### src/rtl/fifo_spi_pkg.sv
// fifo_spi_pkg: shared state encoding and default sizing for the FIFO-fed SPI transmitter.
package fifo_spi_pkg;
    typedef enum logic [2:0] {IDLE, READ, LOAD, SHIFT, GAP} state_t;
    localparam int DEF_WIDTH   = 16;
    localparam int DEF_CLK_DIV = 2;
endpackage

### src/rtl/spi_clk_gen.sv
// spi_clk_gen: divides clk down to an idle-low sclk while enabled, with edge strobes for the FSM.
module spi_clk_gen
    import fifo_spi_pkg::*;
#(
    parameter int CLK_DIV = DEF_CLK_DIV
) (
    input  logic clk,
    input  logic rst_n,
    input  logic i_en,
    output logic o_sclk,
    output logic o_rise_tick,
    output logic o_fall_tick
);
    localparam int CW = $clog2(CLK_DIV + 1);
    logic [CW-1:0] r_cnt;
    logic          r_sclk;
    logic          w_wrap;
    assign w_wrap      = i_en && (r_cnt == CW'(CLK_DIV - 1));
    assign o_rise_tick = w_wrap && !r_sclk;
    assign o_fall_tick = w_wrap && r_sclk;
    assign o_sclk      = r_sclk;
    always_ff @(posedge clk or negedge rst_n) begin
        if (!rst_n) begin
            r_cnt  <= '0;
            r_sclk <= 1'b0;
        end else if (!i_en) begin
            r_cnt  <= '0;
            r_sclk <= 1'b0;
        end else begin
            r_cnt  <= w_wrap ? '0 : r_cnt + 1'b1;
            r_sclk <= w_wrap ? !r_sclk : r_sclk;
        end
    end
endmodule

### src/rtl/fifo_spi_tx.sv
// fifo_spi_tx: drains a 16-bit FIFO and shifts each word out MSB-first as an SPI mode-0 master.
// Define FIFO_SPI_TX_BURST_EN to chain queued words without releasing ss_n between them.
module fifo_spi_tx
    import fifo_spi_pkg::*;
#(
    parameter int WIDTH   = DEF_WIDTH,
    parameter int CLK_DIV = DEF_CLK_DIV
) (
    input  logic             clk,
    input  logic             rst_n,
    input  logic             enable,
    input  logic             fifo_empty,
    input  logic [WIDTH-1:0] fifo_data_out,
    output logic             fifo_rd_en,
    output logic             sclk,
    output logic             mosi,
    output logic             ss_n,
    output logic             busy,
    output logic             frame_done
);
    localparam int BW = $clog2(WIDTH + 1);
    localparam int GW = $clog2(CLK_DIV + 1);
    state_t           r_state;
    logic [WIDTH-1:0] r_shift;
    logic [BW-1:0]    r_bits;
    logic [GW-1:0]    r_gap;
    logic             r_last;
    logic             r_frame_done;
    logic             r_burst;
    logic             w_rise;
    logic             w_fall;
    spi_clk_gen #(.CLK_DIV(CLK_DIV)) u_clk_gen (
        .clk         (clk),
        .rst_n       (rst_n),
        .i_en        (r_state == SHIFT),
        .o_sclk      (sclk),
        .o_rise_tick (w_rise),
        .o_fall_tick (w_fall)
    );
    assign fifo_rd_en = (r_state == READ);
    assign busy       = (r_state != IDLE);
    assign mosi       = (r_state == SHIFT) ? r_shift[WIDTH-1] : 1'b0;
    assign ss_n       = !((r_state == SHIFT) || r_burst);
    assign frame_done = r_frame_done;
    // r_last arms on the final rising edge so the matching falling edge ends the word.
    always_ff @(posedge clk or negedge rst_n) begin
        if (!rst_n) begin
            r_state      <= IDLE;
            r_shift      <= '0;
            r_bits       <= '0;
            r_gap        <= '0;
            r_last       <= 1'b0;
            r_frame_done <= 1'b0;
            r_burst      <= 1'b0;
        end else begin
            r_frame_done <= 1'b0;
            case (r_state)
                IDLE: r_state <= (enable && !fifo_empty) ? READ : IDLE;
                READ: r_state <= LOAD;
                LOAD: begin
                    r_shift <= fifo_data_out;
                    r_bits  <= BW'(WIDTH);
                    r_last  <= 1'b0;
                    r_state <= SHIFT;
                end
                SHIFT: begin
                    if (w_rise && r_bits == BW'(1))
                        r_last <= 1'b1;
                    if (w_fall) begin
                        r_shift <= {r_shift[WIDTH-2:0], 1'b0};
                        r_bits  <= r_bits - 1'b1;
                    end
                    if (w_fall && r_last) begin
                        r_frame_done <= 1'b1;
                        r_gap        <= '0;
`ifdef FIFO_SPI_TX_BURST_EN
                        r_burst      <= enable && !fifo_empty;
                        r_state      <= (enable && !fifo_empty) ? READ : GAP;
`else
                        r_state      <= GAP;
`endif
                    end
                end
                GAP: begin
                    r_gap   <= r_gap + 1'b1;
                    r_state <= (r_gap == GW'(CLK_DIV - 1)) ? IDLE : GAP;
                end
                default: r_state <= IDLE;
            endcase
        end
    end
endmodule

### config.mk
export PLATFORM = sky130hd
export DESIGN_NAME = fifo_spi_tx
export DESIGN_NICKNAME = d
export VERILOG_FILES = /design/src/rtl/fifo_spi_pkg.sv /design/src/rtl/spi_clk_gen.sv /design/src/rtl/fifo_spi_tx.sv
export SDC_FILE = /design/constraint.sdc
export NUM_CORES = 1
export LEC_CHECK = 0
export BUFFER_PORTS_ARGS = -buffer_cell sky130_fd_sc_hd__buf_2
export CAP_MARGIN = 10
export CORE_MARGIN = 1.5
export CORE_UTILIZATION = 50
export CTS_CLUSTER_DIAMETER = 100
export DETAILED_ROUTE_END_ITERATION = 8
export MAX_ROUTING_LAYER = met4
export PLACE_DENSITY = 0.69
export SYNTH_ARGS = -nofsm -noshare
export SYNTH_HDL_FRONTEND = slang
export SYNTH_SLANG_ARGS = --single-unit
### constraint.sdc
create_clock -name clk -period 1.8 [get_ports clk]
set_input_delay 0.36 -clock clk [delete_from_list [all_inputs] [get_ports clk]]
set_output_delay 0.36 -clock clk [all_outputs]
set_load 0.03 [all_outputs]
==> flow_summary.toml <==
[run_status]
status = "complete, no violations"

[cts]
cts_tree = "yes"
cts_root_buffer = "clkbuf_4"
clk_pin_slew_ps = 90
clockBufferDepth = 2
cts_sinks = 31
clock_latency_ps = 330
cts_max_level = 2
numCtsBuffers = 5

[setup_path]
cp.arrival_ps = 1390
worstSetupStartpointType = "flop"
crit_type = "flop to output port"
worstPathCellList = "and3b_2 > buf_12 > and2_4 > buf_6"
path_buf_inv = 2
cp_top_family = "flip-flops"
crit_required_ps = 1440
cpMaxStageDelayCell = "dfrtp_2"
crit_fanout = 4
cp-end-kind = "output port"
max_stage_delay_ps = 430

[power_and_ir_drop]
intPower_uw = 911
seq_power_share_pct = 60.2
power_density_nw_per_um2 = 610
p_comb_share_pct = 4.7
sw_frac_of_total_pct = 22.1
leakage_nw = 0.980
ir_drop_mv = 0.441
clock_power_share_pct = 35.0
switchingPower_uw = 259

[timing]
tightest_slew_ps = 673
setup_viol = 0
fin_crit_sh_pct = 97.4
hold_viol_final = 0
finClkSkew_ps = 6.53
relSlewSlack_pct = 55.1
drv_slew = 0
fin_tns_setup_ps = 0
rsz0062_at_grt = "false"
fin_crit_ps = 1750
fmax_ghz = 0.570

[routing]
remaining_drc_errors = 0
detail-route-antenna-nets = 0
first_pass_iters = 4
m1WireLength_um = 1210
wl_um = 2810
vias = 1069
drt_iter0_markers = 48
dr_wl_met2_um = 1390
via_per_inst = 5.14
topRoutingLayerUsed = "met4"
avgRoutedWirePerCell_um = 13.5
wl_met3_um = 156

[synth]
synth_cell_types = 33
synth_edf_count = 0
ys_ff_latch = 31
synth_cells = 123
synthArstFlopShare_pct = 100
syn_nets = 146
syn_avg_cell_area_um2 = 12.8
ys_warn_count = 1
syn_area_um2 = 1580
ys_seq_area_share_pct = 49.2
synthFlopType = "dfrtp_1"

[global_route]
grt_pass1_wl_um = 4740
antenna_found_initial = 0
grt_pass1_vias = 1083
grt_max_degree = 32
grt_use_total_pct = 19.2
grt_overflow = 0

[floorplan]
core_um2 = 3030
rows = 20
die_x_um = 59.2
initial_core_util_pct = 52.1
die_y_um = 59.2
io_pins = 26
die_area_um2 = 3500

[job]
drv_cap = 0

[placement]
port_buffers = 24
place_inst = 192
dp_hpwl_um = 1820
gp_congestion = 0.858

[cells_and_area]
nets = 187
drive_gt1_share_pct = 52.4
syn_to_final_growth_pct = 21.7
layout_common_cells = "29 x dfrtp_1, 21 x buf_2, 18 x mux2_2, 13 x buf_4, 12 x mux2_4"
diodes = 0
final_common_cell = "dfrtp_1"
layout.cells.non_filler = 208
nFillCells = 251

[worst_hold_path]
hold_class = "input port to async pin"
worst register-to-register path: stages (launching register included):
cell and delay, ps:
dfrtp_1 410, buf_6 120, buf_4 150, nand2b_2 210, a21oi_2 180, buf_12 190, mux2_2 350
worst paths after layout:
check / from / to / slack (ps) / cells after the start
setup / recovery: r_state[1]$_DFFE_PN0P_ / mosi / 50 / 4
hold / removal: rst_n / r_shift[12]$_DFFE_PN0P_ / 50 / 1
setup reg to reg: r_state[2]$_DFFE_PN0P_ / r_shift[6]$_DFFE_PN0P_ / 80 / 6
hold reg to reg: u_clk_gen.r_cnt[0]$_DFF_PN0_ / u_clk_gen.r_cnt[0]$_DFF_PN0_ / 470 / 1
max in group asynchronous: rst_n / r_state[0]$_DFFE_PN0P_ / 1270 / 1
min in group clk: fifo_data_out[0] / r_shift[0]$_DFFE_PN0P_ / 230 / 3
synth_stat cells (2+ instances only):
library cell	n	area (um^2)
dfrtp_1	31	776
mux2_2	18	203
mux2_4	12	180
inv_1	7	26.3
nor2_1	6	22.5
o21ai_0	4	20.0
buf_6	3	33.8
ha_1	3	37.5
nand2_1	3	11.3
nor3_1	3	15.0
a21oi_1	2	10.0
and2_1	2	12.5
and3b_1	2	17.5
mux2i_1	2	20.0
nand3_1	2	10.0
nand3b_1	2	15.0
nand4_1	2	12.5
nor3b_1	2	15.0
o22ai_1	2	12.5
o32ai_1	2	17.5
power by group through the flow:
stage	sequential [mW]	combinational (mW)	clock [mW]
floorplan	0.717	0.0205	0
global placement	0.718	0.0536	0
detailed placement	0.718	0.0548	0
CTS	0.704	0.0559	0.420
global route	0.705	0.0624	0.450
finish	0.704	0.0555	0.409
layer usage:
layer / global-route usage (%) / vias to the layer above
li1: - / 515
met3: 6.99 / 6
met2: 30.2 / 26
met4: 7.47 / 0
met5: - / -
met1: 22.5 / 522
cell families after synthesis:
kind of cell,count (synthesis),share of synthesized area (%)
muxes,32,25.6
DFF,31,49.2
and+or+nand+nor,30,11.2
AOI/OAI and AO/OA,13,5.32
buffers and inverters,12,5.56
adders and majority gates,3,2.38
other,1,0.238
xor gates and xnor gates,1,0.556
flip-flops by register name, summed over array words and instances (netlist names):
register / count
r_shift: 16
r_bits: 5
r_state: 3
r_gap: 2
u_clk_gen.r_cnt: 2
frame_done: 1
r_last: 1
u_clk_gen.o_sclk: 1
area by class of cell:
class	instances	area [um^2]	share of cell area, %
Timing Repair Buffer	39	277	14.4
Multi-Input combinational cell	80	726	37.8
Clock inverter	1	5.00	0.261
Sequential cell	31	778	40.6
Clock buffer	6	51.3	2.67
Tap cell	44	55.1	2.87
Inverter	7	26.3	1.37
what timing repair did:
item                                    in CTS  in global routing
endpoints found under the setup margin       2                  3
pin swaps                                    0                  1
hold buffers                                 0                  0
resized for setup                            6                  6
buffers inserted                             9                  0
stage by stage:
step / utilization (%) / hold slack (ps) / area (um^2) / setup slack (ps) / power (mW)
after detailed placement: 58.1 / 446 / 1760 / 149 / 0.773
after global placement: 58.1 / 435 / 1760 / 215 / 0.771
after CTS: 62.7 / 80.3 / 1900 / 15.9 / 1.18
after floorplan: - / 64.4 / 1580 / 8.43 / 0.738
after global routing: 63.3 / 95.3 / 1920 / 1.26 / 1.22
final: 63.3 / 53.9 / 1920 / 46.4 / 1.17
Power figures use the tool's default switching activity.
